===== config.mk =====
export PLATFORM = sky130hd
export DESIGN_NAME = imuldiv_mul_div_req_queue
export DESIGN_NICKNAME = d
export VERILOG_FILES = /design/src/rtl/imuldiv_mul_div_req_queue_pkg.sv /design/src/rtl/imuldiv_mul_div_req_queue_msg_from_bits.sv /design/src/rtl/imuldiv_mul_div_req_queue.sv
export SDC_FILE = /design/constraint.sdc
export NUM_CORES = 1
export LEC_CHECK = 0
export ABC_AREA = 1
export ABC_CLOCK_PERIOD_IN_PS = 7300
export CAP_MARGIN = 10
export CORE_MARGIN = 5
export CORE_UTILIZATION = 50
export CTS_CLUSTER_DIAMETER = 150
export CTS_CLUSTER_SIZE = 30
export DETAILED_ROUTE_END_ITERATION = 7
export GPL_ROUTABILITY_DRIVEN = 0
export GPL_TIMING_DRIVEN = 0
export PLACE_DENSITY = 0.82
export SYNTH_ARGS = -nofsm -noshare
export SYNTH_HDL_FRONTEND = slang
export SYNTH_SLANG_ARGS = --single-unit
export TNS_END_PERCENT = 5

===== constraint.sdc =====
create_clock -name clk -period 7.3 [get_ports clk]
set_input_delay 1.095 -clock clk [delete_from_list [all_inputs] [get_ports clk]]
set_output_delay 1.095 -clock clk [all_outputs]
set_load 0.05 [all_outputs]

===== src/rtl/imuldiv_mul_div_req_queue_pkg.sv =====
// Shared definitions for the multiply/divide request queue.
//
// Contents:
//    FUNC_W / OPND_W / MSG_W : request message field widths
//    func_e                  : operation encodings carried in the func field
//    req_msg_t               : packed request layout {func, a, b}
//    is_legal_func()         : true for the operations the mul/div units implement
package imuldiv_mul_div_req_queue_pkg;

   localparam int unsigned FUNC_W = 3;
   localparam int unsigned OPND_W = 32;
   localparam int unsigned MSG_W  = FUNC_W + 2 * OPND_W;

   typedef enum logic [FUNC_W-1:0] {
      FUNC_MUL  = 3'd0,
      FUNC_DIV  = 3'd1,
      FUNC_DIVU = 3'd2,
      FUNC_REM  = 3'd3,
      FUNC_REMU = 3'd4
   } func_e;

   typedef struct packed {
      logic [FUNC_W-1:0] func;
      logic [OPND_W-1:0] a;
      logic [OPND_W-1:0] b;
   } req_msg_t;

   // Encodings are contiguous from FUNC_MUL, so everything above FUNC_REMU
   // is an operation no downstream unit understands.
   function automatic logic is_legal_func(input logic [FUNC_W-1:0] func);
      return (func <= FUNC_REMU);
   endfunction

endpackage


===== src/rtl/imuldiv_mul_div_req_queue_msg_from_bits.sv =====
// Unpacks a flat request message into its func / a / b fields.
//
// Ports:
//    bits  in   MSG_W   packed request {func, a, b}
//    func  out  FUNC_W  operation code
//    a     out  OPND_W  first operand
//    b     out  OPND_W  second operand
module imuldiv_mul_div_req_queue_msg_from_bits
   import imuldiv_mul_div_req_queue_pkg::*;
(
   input  logic [MSG_W-1:0]  bits,
   output logic [FUNC_W-1:0] func,
   output logic [OPND_W-1:0] a,
   output logic [OPND_W-1:0] b
);

   req_msg_t msg;

   assign msg  = req_msg_t'(bits);
   assign func = msg.func;
   assign a    = msg.a;
   assign b    = msg.b;

endmodule


===== src/rtl/imuldiv_mul_div_req_queue.sv =====
// Request queue in front of the iterative multiplier/divider.
//
// Buffers up to DEPTH requests in strict FIFO order. Requests whose func code
// is not a supported operation complete their handshake but are dropped, and
// illegal_func pulses for one cycle afterwards. Ready/valid are derived only
// from registered state, so there is no combinational path from deq_rdy to
// enq_rdy and no enq-to-deq bypass.
//
// Ports:
//    clk           in   1         clock, rising edge
//    reset         in   1         asynchronous reset, active low
//    enq_msg       in   MSG_W     request {func[66:64], a[63:32], b[31:0]}
//    enq_val       in   1         upstream request valid
//    enq_rdy       out  1         queue can accept a request
//    deq_msg_func  out  FUNC_W    func of head entry
//    deq_msg_a     out  OPND_W    operand a of head entry
//    deq_msg_b     out  OPND_W    operand b of head entry
//    deq_val       out  1         head entry valid
//    deq_rdy       in   1         downstream unit accepts head
//    num_free      out  clog2+1   number of empty entries
//    illegal_func  out  1         pulse: an illegal request was dropped
module imuldiv_mul_div_req_queue
   import imuldiv_mul_div_req_queue_pkg::*;
#(
   parameter int unsigned DEPTH = 4
)(
   input  logic                     clk,
   input  logic                     reset,
   input  logic [MSG_W-1:0]         enq_msg,
   input  logic                     enq_val,
   output logic                     enq_rdy,
   output logic [FUNC_W-1:0]        deq_msg_func,
   output logic [OPND_W-1:0]        deq_msg_a,
   output logic [OPND_W-1:0]        deq_msg_b,
   output logic                     deq_val,
   input  logic                     deq_rdy,
   output logic [$clog2(DEPTH):0]   num_free,
   output logic                     illegal_func
);

   localparam int unsigned PTR_W = $clog2(DEPTH);
   localparam int unsigned CNT_W = PTR_W + 1;
   localparam logic [CNT_W-1:0] DEPTH_CNT = CNT_W'(DEPTH);

   logic [MSG_W-1:0]  mem [DEPTH];
   logic [PTR_W-1:0]  head_ptr;
   logic [PTR_W-1:0]  tail_ptr;
   logic [CNT_W-1:0]  count;
   logic              ready_q;
   logic [FUNC_W-1:0] enq_func;
   logic              enq_fire;
   logic              deq_fire;
   logic              enq_legal;
   logic              store;

   assign enq_func  = enq_msg[MSG_W-1 -: FUNC_W];
   assign enq_legal = is_legal_func(enq_func);

   // ready_q keeps enq_rdy low throughout reset and lets it rise on the
   // first clock edge after reset is released.
   assign enq_rdy  = ready_q && (count < DEPTH_CNT);
   assign deq_val  = (count != '0);
   assign enq_fire = enq_val && enq_rdy;
   assign deq_fire = deq_val && deq_rdy;
   assign store    = enq_fire && enq_legal;
   assign num_free = DEPTH_CNT - count;

   always_ff @(posedge clk or negedge reset) begin
      if (!reset) begin
         ready_q      <= 1'b0;
         head_ptr     <= '0;
         tail_ptr     <= '0;
         count        <= '0;
         illegal_func <= 1'b0;
      end else begin
         ready_q      <= 1'b1;
         illegal_func <= enq_fire && !enq_legal;
         if (store) begin
            tail_ptr <= tail_ptr + PTR_W'(1);
         end
         if (deq_fire) begin
            head_ptr <= head_ptr + PTR_W'(1);
         end
         // Simultaneous store and dequeue leave the occupancy unchanged.
         case ({store, deq_fire})
            2'b10:   count <= count + CNT_W'(1);
            2'b01:   count <= count - CNT_W'(1);
            default: count <= count;
         endcase
      end
   end

   // Storage carries no reset; only entries between head and tail are meaningful.
   always_ff @(posedge clk) begin
      if (store) begin
         mem[tail_ptr] <= enq_msg;
      end
   end

   imuldiv_mul_div_req_queue_msg_from_bits u_head_unpack (
      .bits (mem[head_ptr]),
      .func (deq_msg_func),
      .a    (deq_msg_a),
      .b    (deq_msg_b)
   );

endmodule


==> impl_results.rst, run 1 <==
.. list-table::
   :header-rows: 1

   * - Metric
     - Value
   * - Starting density of the core
     - 50.3%
   * - Post-CTS setup repair buffer count
     - 0
   * - Post-route core utilization
     - 61.6%
   * - I/O pin cnt
     - 144
   * - Max Clock Freq
     - 254 MHz
   * - Synthesized-area fraction occupied by adder cells
     - 1.14%
   * - Mapped Avg Cell Area
     - 14.7 sq um
   * - First-pass GRT wire length
     - 35300 um
   * - Setup repair after global routing missed its margin
     - no
   * - Via/cell ratio
     - 5.49
   * - Relative slew slack
     - 38.3%
   * - Master of the slowest instance on the critical path
     - sky130_fd_sc_hd__clkdlybuf4s50_1
   * - Data arrival time at the worst-slack endpoint
     - 2.84 ns
   * - Total Routed Length
     - 23200 um
   * - Final-layout worst hold slack
     - 0.553 ns
   * - Clock tree from TritonCTS
     - built
   * - Syn Inst Count
     - 714
   * - Dpl hpwl
     - 14900 um
   * - Worst Clk Skew
     - 0.0189 ns
   * - Core region area
     - 20900 sq um
   * - Post-cts sizing count
     - 0
   * - Slowest stage delay, CP
     - 0.87 ns
   * - Number of H-tree levels
     - 1
   * - Post-Syn Nets
     - 794
   * - Diodes inserted
     - 0
   * - First-pass detailed-route iteration total
     - 5
   * - Combined area of all synthesized cells
     - 10500 sq um
   * - DIE AREA
     - 24000 sq um
   * - Critical Setup Path Class
     - flop to output pin
   * - Clock tree root driver cell
     - sky130_fd_sc_hd__clkbuf_16
   * - GR Layer Usage met2
     - 32.2%
   * - Initial antenna violation count
     - 1
   * - Required arrival time at the worst endpoint
     - 6.20 ns
   * - Flip-flop and latch count after synthesis
     - 277
   * - Post-synthesis share of cell area spent on xor and xnor gates
     - 0.333%
   * - Post-Synth Simple-Gate Area
     - 5.95%
   * - Final hold violations
     - 0
   * - Share of the clock period used by the worst path
     - 53.9%
   * - Number of fill cells
     - 1553
   * - Leakage power of the design
     - 0.00419 uW
   * - DRC Markers
     - 0
   * - Yosys warns
     - 0
   * - Slew of the pin with the lowest slew margin
     - 0.923 ns
   * - Placed standard-cell area
     - 12500 sq um
   * - Standard-cell row count
     - 53
   * - P per Cell Area
     - 432 nW/um^2
   * - Number of global-route vias before repair
     - 6426
   * - Kind of end point of the critical path
     - output pin
   * - Vertical die dimension
     - 155 um
   * - Clock latency of the later-clocked register in the worst-skew pair
     - 0.48 ns
   * - Type of the worst min-delay path
     - flop to flop
   * - Maximum number of pins on one net before global-route repair
     - 32
   * - Layer with the highest usage after global routing
     - met2
   * - Fraction of layout cells with a size suffix above 1
     - 7.90%
   * - Number of vias in the routed layout
     - 6369
   * - M1 GR Usage
     - 26.0%
   * - Highest net fanout along the worst path
     - 10
   * - Kind of launch point of the worst setup path
     - flop
   * - Power, Total
     - 5560 uW
   * - Number of CTS-inserted buffers
     - 13
   * - Num Clock Sinks
     - 277
   * - P&R area growth vs syn
     - 22.4%
   * - Dominant combinational cell family by area after synthesis
     - compound AO/OA/AOI/OAI gates
   * - Mux contribution to synthesized area
     - 0%
   * - Final setup viols
     - 0
   * - Hold-fix buffers, CTS
     - 0
   * - Number of nets in the final layout
     - 960
   * - All-Layer GR Usage
     - 18.8%
   * - Portion of the post-synthesis area used by sequential elements
     - 78.7%
   * - Synth Area in Compound Gates
     - 10.6%
   * - CP cell instances
     - inv_2, clkbuf_2, buf_2, o21ai_0, o22ai_1, clkdlybuf4s50_1
   * - Overflow left after global routing
     - 0
   * - Final TNS setup
     - 0 ns
   * - Maximum number of buffers from clock root to sink
     - 3
   * - Routed length per instance
     - 20.0 um
   * - Global routing met3 resource utilization
     - 2.98%
   * - Count of input and output buffers
     - 143
   * - Drt initial violations
     - 446
   * - Clk pin slew, worst setup/hold paths
     - 0.10 ns
   * - Die boundary width
     - 155 um
   * - Maximum vdd drop
     - 0.357 mV
   * - Antenna-violating nets left
     - 0
   * - Run status
     - finished, final reports clean
   * - Clock period minus worst slack
     - 3.93 ns
   * - Final std cell area, no fill
     - 12900 sq um
   * - Total of max-cap violations
     - 0
   * - Post-synthesis cell type count
     - 25
   * - Fin. max-slew vios
     - 0
==> final cells by class <==
| class | instances | area [sq um] | area share, % |
|---|---|---|---|
| sequential | 277 | 8270 | 64.3 |
| multi-input combinational | 376 | 1930 | 15.0 |
| timing repair buffer | 151 | 1600 | 12.4 |
| clock buffer | 20 | 352 | 2.73 |
| tap | 275 | 344 | 2.67 |
| buffer | 44 | 274 | 2.13 |
| inverter | 17 | 68.8 | 0.535 |
| clock inverter | 1 | 30.0 | 0.233 |
==> cell usage in the layout (no fill, tap or decap) <==
cell type and count:
sky130_fd_sc_hd__inv_1 15, sky130_fd_sc_hd__nand4_1 3, sky130_fd_sc_hd__buf_2 12, sky130_fd_sc_hd__o21ai_2 1
sky130_fd_sc_hd__buf_16 1, sky130_fd_sc_hd__xor2_1 3, sky130_fd_sc_hd__buf_8 2, sky130_fd_sc_hd__o22ai_1 66
sky130_fd_sc_hd__o21ai_0 130, sky130_fd_sc_hd__clkbuf_16 13, sky130_fd_sc_hd__nand2_1 9, sky130_fd_sc_hd__o21ai_1 6
sky130_fd_sc_hd__nor2_1 132, sky130_fd_sc_hd__buf_12 7, sky130_fd_sc_hd__clkdlybuf4s50_1 143, sky130_fd_sc_hd__clkinv_16 1
sky130_fd_sc_hd__buf_6 7, sky130_fd_sc_hd__xnor2_1 1, sky130_fd_sc_hd__clkbuf_2 6, sky130_fd_sc_hd__conb_1 1
sky130_fd_sc_hd__o22ai_2 1, sky130_fd_sc_hd__inv_2 1, sky130_fd_sc_hd__edfxtp_1 268, sky130_fd_sc_hd__nor2_4 4
sky130_fd_sc_hd__ha_1 8, sky130_fd_sc_hd__fa_1 1, sky130_fd_sc_hd__inv_6 1, sky130_fd_sc_hd__dfrtp_1 9
sky130_fd_sc_hd__buf_4 3, sky130_fd_sc_hd__nor2_2 10, sky130_fd_sc_hd__clkbuf_1 21
==> per-stage QoR <==
| stage | instances | setup WS (ns) |
|---|---|---|
| global route | 1161 | 3.15 |
| floorplan | 714 | 2.44 |
| detailed placement | 1140 | 3.11 |
| CTS | 1161 | 3.29 |
| global placement | 1132 | -0.426 |
| finish | 1161 | 3.37 |
==> critical path: cells and delay by family (launching register included) <==
| family | cells | cell delay, ns |
|---|---|---|
| AOI/OAI and AO/OA | 2 | 0.33 |
| buffers and inverters | 4 | 1.55 |
| DFF | 1 | 0.48 |
==> layer usage <==
| layer | vias up | wire length (um) |
|---|---|---|
| met4 | 2 | 359 |
| met5 | - | 13 |
| li1 | 2988 | - |
| met3 | 32 | 1560 |
| met2 | 241 | 11700 |
| met1 | 3106 | 9570 |
==> cells by family after synthesis <==
| kind of cell | Yosys count |
|---|---|
| DFF | 277 |
| adders and majority gates | 9 |
| other | 1 |
| AOI/OAI and AO/OA | 204 |
| buffers and inverters | 61 |
| and+or+nand+nor | 158 |
| xor gates and xnor gates | 4 |
==> sequential cells by signal, summed over array words and instances (netlist names) <==
name          cells
mem             268
ready_q           1
illegal_func      1
head_ptr          2
tail_ptr          2
count             3
==> power breakdown <==
part	internal (uW)	switching, uW	leakage, uW
registers	1850	38.8	0.00253
clock network	346	456	0.000180
logic	887	1980	0.00149
total	3080	2480	0.00419
==> Yosys cell counts <==
library cell	number	area [sq um]
sky130_fd_sc_hd__o21ai_2	1	8.76
sky130_fd_sc_hd__buf_2	12	60.1
sky130_fd_sc_hd__o22ai_1	66	413
sky130_fd_sc_hd__buf_8	2	30.0
sky130_fd_sc_hd__clkbuf_2	6	30.0
sky130_fd_sc_hd__fa_1	1	20.0
sky130_fd_sc_hd__o21ai_0	130	651
sky130_fd_sc_hd__o21ai_1	6	30.0
sky130_fd_sc_hd__inv_2	1	3.75
sky130_fd_sc_hd__inv_6	1	8.76
sky130_fd_sc_hd__nand2_1	9	33.8
sky130_fd_sc_hd__xor2_1	3	26.3
sky130_fd_sc_hd__nor2_1	136	510
sky130_fd_sc_hd__buf_4	3	22.5
sky130_fd_sc_hd__buf_6	7	78.8
sky130_fd_sc_hd__ha_1	8	100
sky130_fd_sc_hd__conb_1	1	3.75
sky130_fd_sc_hd__nand4_1	3	18.8
sky130_fd_sc_hd__nor2_2	10	62.6
sky130_fd_sc_hd__xnor2_1	1	8.76
sky130_fd_sc_hd__inv_1	15	56.3
sky130_fd_sc_hd__dfrtp_1	9	225
sky130_fd_sc_hd__clkbuf_1	14	52.6
sky130_fd_sc_hd__o22ai_2	1	12.5
sky130_fd_sc_hd__edfxtp_1	268	8050
==> path summary, 6_finish.rpt <==
kind | start | end | slack [ns] | cells after the start
worst max-delay path | head_ptr[1] | deq_msg_a[21] | 3.37 | 6
worst min-delay path | tail_ptr[1] | tail_ptr[1] | 0.55 | 2
worst max register to register | count[0] | mem[0][27] | 4.00 | 8
worst min register to register | tail_ptr[1] | tail_ptr[1] | 0.55 | 2
max in group asynchronous | reset | head_ptr[0] | 6.10 | 1
min in group asynchronous | reset | illegal_func | 0.91 | 1
No activity file was read; power rests on OpenSTA's default activity.
==> inputs of run 2 (changes only) <==
Settings changed: ABC_CLOCK_PERIOD_IN_PS 7300 to 4000.
Clock period 7.3 ns to 4 ns, I/O delays scaled along.
==> results of run 2 <==
Same layout as run 1 (identical final DEF). Status: finished, final reports clean.
Main changes from that run: setup slack after placement 3.11 ns -> 0.308 ns; setup slack after layout 3.37 ns -> 0.563 ns; hold slack 0.553 ns -> 0.412 ns; register-to-register setup slack 4.00 ns -> 0.70 ns; total power 5560 uW -> 10100 uW; worst IR drop on VDD 0.357 mV -> 0.652 mV
==> inputs of run 3 (changes only) <==
Settings changed: REMOVE_ABC_BUFFERS from default to 1.
==> run 3 against run 2 <==
Clock skew up 0.0082 ns. Cell area shrank 1.6%. First-iteration DRC count decreased by 27%. Combinational power is 9.0% lower. Largest power group unchanged.
==> impl_results.rst, run 3 (synthesis results as in run 1) <==
.. list-table::
   :header-rows: 1

   * - Metric
     - Value
   * - Number of nets in the final layout
     - 918 (was 960)
   * - Total Routed Length
     - 20400 um (was 23200 um)
   * - Master of the slowest instance on the critical path
     - sky130_fd_sc_hd__clkdlybuf4s50_1 (unchanged)
   * - Routed length per instance
     - 18.2 um (was 20.0 um)
   * - Type of the worst min-delay path
     - input pin to asynchronous set/reset pin (unchanged)
   * - Clock period minus worst slack
     - 3.80 ns (was 3.44 ns)
   * - Clock tree from TritonCTS
     - built (unchanged)
   * - Vertical die dimension
     - 155 um (unchanged)
   * - Top library cells by usage in the layout, fill and taps aside
     - sky130_fd_sc_hd__edfxtp_1 (268), sky130_fd_sc_hd__clkdlybuf4s50_1 (137), sky130_fd_sc_hd__nor2_1 (132), sky130_fd_sc_hd__o21ai_0 (130), sky130_fd_sc_hd__o22ai_1 (66) (was sky130_fd_sc_hd__edfxtp_1 (268), sky130_fd_sc_hd__clkdlybuf4s50_1 (143), sky130_fd_sc_hd__nor2_1 (132), sky130_fd_sc_hd__o21ai_0 (130), sky130_fd_sc_hd__o22ai_1 (66))
   * - Setup repair after global routing missed its margin
     - no (unchanged)
   * - Run status
     - finished, final reports clean (unchanged)
   * - Count of input and output buffers
     - 143 (unchanged)
   * - All-Layer GR Usage
     - 16.5% (was 18.8%)
   * - Clock latency of the later-clocked register in the worst-skew pair
     - 0.48 ns (about the same)
   * - Highest net fanout along the worst path
     - 134 (was 10)
   * - Data arrival time at the worst-slack endpoint
     - 3.20 ns (was 2.84 ns)
   * - Number of H-tree levels
     - 1 (unchanged)
   * - Diodes inserted
     - 0 (unchanged)
   * - Num Clock Sinks
     - 277 (unchanged)
   * - Largest Register
     - mem (unchanged)
   * - Leakage power of the design
     - 0.00411 uW (was 0.00419 uW)
   * - Maximum number of buffers from clock root to sink
     - 3 (unchanged)
   * - P per Cell Area
     - 774 nW/um^2 (was 788 nW/um^2)
   * - Number of cells traversed by the worst register-to-register path
     - 7 (was 8)
   * - DIE AREA
     - 24000 sq um (unchanged)
   * - Final hold violations
     - 0 (unchanged)
   * - Fin. max-slew vios
     - 0 (unchanged)
   * - Worst Clk Skew
     - 0.0271 ns (was 0.0189 ns)
   * - CP cell instances
     - buf_16, inv_16, o21ai_0, o22ai_1, clkdlybuf4s50_1 (was inv_2, clkbuf_2, buf_2, o21ai_0, o22ai_1, clkdlybuf4s50_1)
   * - Top flop regs
     - mem (268), count (3) (unchanged)
   * - Required arrival time at the worst endpoint
     - 3.40 ns (about the same)
   * - Core region area
     - 20900 sq um (unchanged)
   * - First-pass detailed-route iteration total
     - 5 (unchanged)
   * - Slowest stage delay, CP
     - 0.84 ns (was 0.87 ns)
   * - P&R area growth vs syn
     - 20.5% (was 22.4%)
   * - DRC Markers
     - 0 (unchanged)
   * - Cell Count, Final, Fillers Out
     - 1119 (was 1161)
   * - DP Cell Count
     - 1098 (was 1140)
   * - Number of CTS-inserted buffers
     - 13 (unchanged)
   * - I/O pin cnt
     - 144 (unchanged)
   * - Critical Setup Path Class
     - flop to output pin (unchanged)
   * - Buf+Inv Stages, Crit Path
     - 3 (was 4)
   * - Antenna-violating nets left
     - 0 (unchanged)
   * - Standard-cell row count
     - 53 (unchanged)
   * - Kind of launch point of the worst setup path
     - flop (unchanged)
   * - Reg-to-reg setup timing slack
     - 0.93 ns (was 0.70 ns)
   * - Clk pin slew, worst setup/hold paths
     - 0.11 ns (was 0.10 ns)
   * - Total of max-cap violations
     - 0 (unchanged)
   * - Final setup viols
     - 0 (unchanged)
   * - Most common cell after layout, fill and taps aside
     - sky130_fd_sc_hd__edfxtp_1 (unchanged)
   * - Slew of the pin with the lowest slew margin
     - 0.843 ns (was 0.923 ns)
   * - Starting density of the core
     - 50.3% (unchanged)
   * - Max Clock Freq
     - 263 MHz (was 291 MHz)
   * - Clock tree root driver cell
     - sky130_fd_sc_hd__clkbuf_16 (unchanged)
   * - Capture instance of the worst register-to-register path
     - mem[1][8] (was mem[0][27])
   * - Number of global-route vias before repair
     - 6088 (was 6426)
   * - Number of fill cells
     - 1563 (was 1553)
   * - Share of the clock period used by the worst path
     - 95.0% (was 85.9%)
   * - Maximum number of pins on one net before global-route repair
     - 135 (was 32)
   * - Worst setup path start
     - head_ptr[0] (was head_ptr[1])
   * - Fraction of layout cells with a size suffix above 1
     - 5.21% (was 7.90%)
   * - Number of vias in the routed layout
     - 6094 (was 6369)
   * - Relative slew slack
     - 43.7% (was 38.3%)
   * - Overflow left after global routing
     - 0 (unchanged)
   * - First-pass GRT wire length
     - 31800 um (was 35300 um)
   * - Kind of end point of the critical path
     - output pin (unchanged)
   * - Initial antenna violation count
     - 0 (was 1)
   * - Worst r2r src
     - count[0] (unchanged)
   * - Final TNS setup
     - 0 ns (unchanged)
   * - Via/cell ratio
     - 5.45 (was 5.49)
   * - Max FFs per register
     - 268 (unchanged)
   * - Die boundary width
     - 155 um (unchanged)
   * - Drt initial violations
     - 327 (was 446)
   * - Maximum vdd drop
     - 0.742 mV (was 0.652 mV)
   * - Dpl hpwl
     - 11800 um (was 14900 um)
   * - Category of cells accounting for the largest share of critical-path delay
     - buffers and inverters (unchanged)
   * - Post-CTS setup repair buffer count
     - 0 (unchanged)
[run 3: stage by stage]
stage	worst slack [ns]	utilization [%]	total power, uW	cell area (sq um)	hold slack, ns
5_1_grt	0.0336	60.7	10300	12700	0.422
3_3_place_gp	-3.30	57.5	8370	12000	0.508
2_1_floorplan	-0.954	-	6730	10200	0.304
3_5_place_dp	0.264	58.7	8440	12300	0.529
4_1_cts	0.0777	60.6	9900	12700	0.405
6_report	0.200	60.7	9800	12700	0.399
[run 3: metal layers]
layer,track usage (%),vias up,part of all wire [%]
li1,-,2898,-
met1,21.3,2986,40
met2,29.4,193,52
met3,3.12,17,7.1
met4,3.36,0,1.1
met5,0,-,0
[run 3: worst max-delay path by stage]
stage,to,slack (ns),depth (start not counted)
finish,deq_msg_b[28],0.20,5
CTS,deq_msg_b[7],0.08,5
detailed placement,deq_msg_b[7],0.26,5
global route,deq_msg_b[29],0.03,5
floorplan,mem[0][0],-0.95,6
global placement,mem[0][57],-3.30,4
[run 3: what timing repair did]
item	4_1_cts	5_1_grt
cloned	0	0
hold buffers	0	0
endpoints found under the setup margin	67	32
resized for setup	3	7
[run 3: layout make-up]
cell class / instances / area [sq um] / area share [%]
Sequential cell: 277 / 8280 / 65.3
Multi-Input combinational cell: 376 / 1930 / 15.2
Timing Repair Buffer: 153 / 1650 / 13.1
Clock buffer: 20 / 352 / 2.78
Tap cell: 275 / 344 / 2.72
Inverter: 17 / 82.6 / 0.652
Clock inverter: 1 / 30.0 / 0.237
[run 3: where the power goes]
part	switching, uW	leakage (uW)	internal [uW]
combinational	3290	0.00141	1470
clock	834	0.000180	632
sequential	200	0.00252	3380
total	4330	0.00411	5480
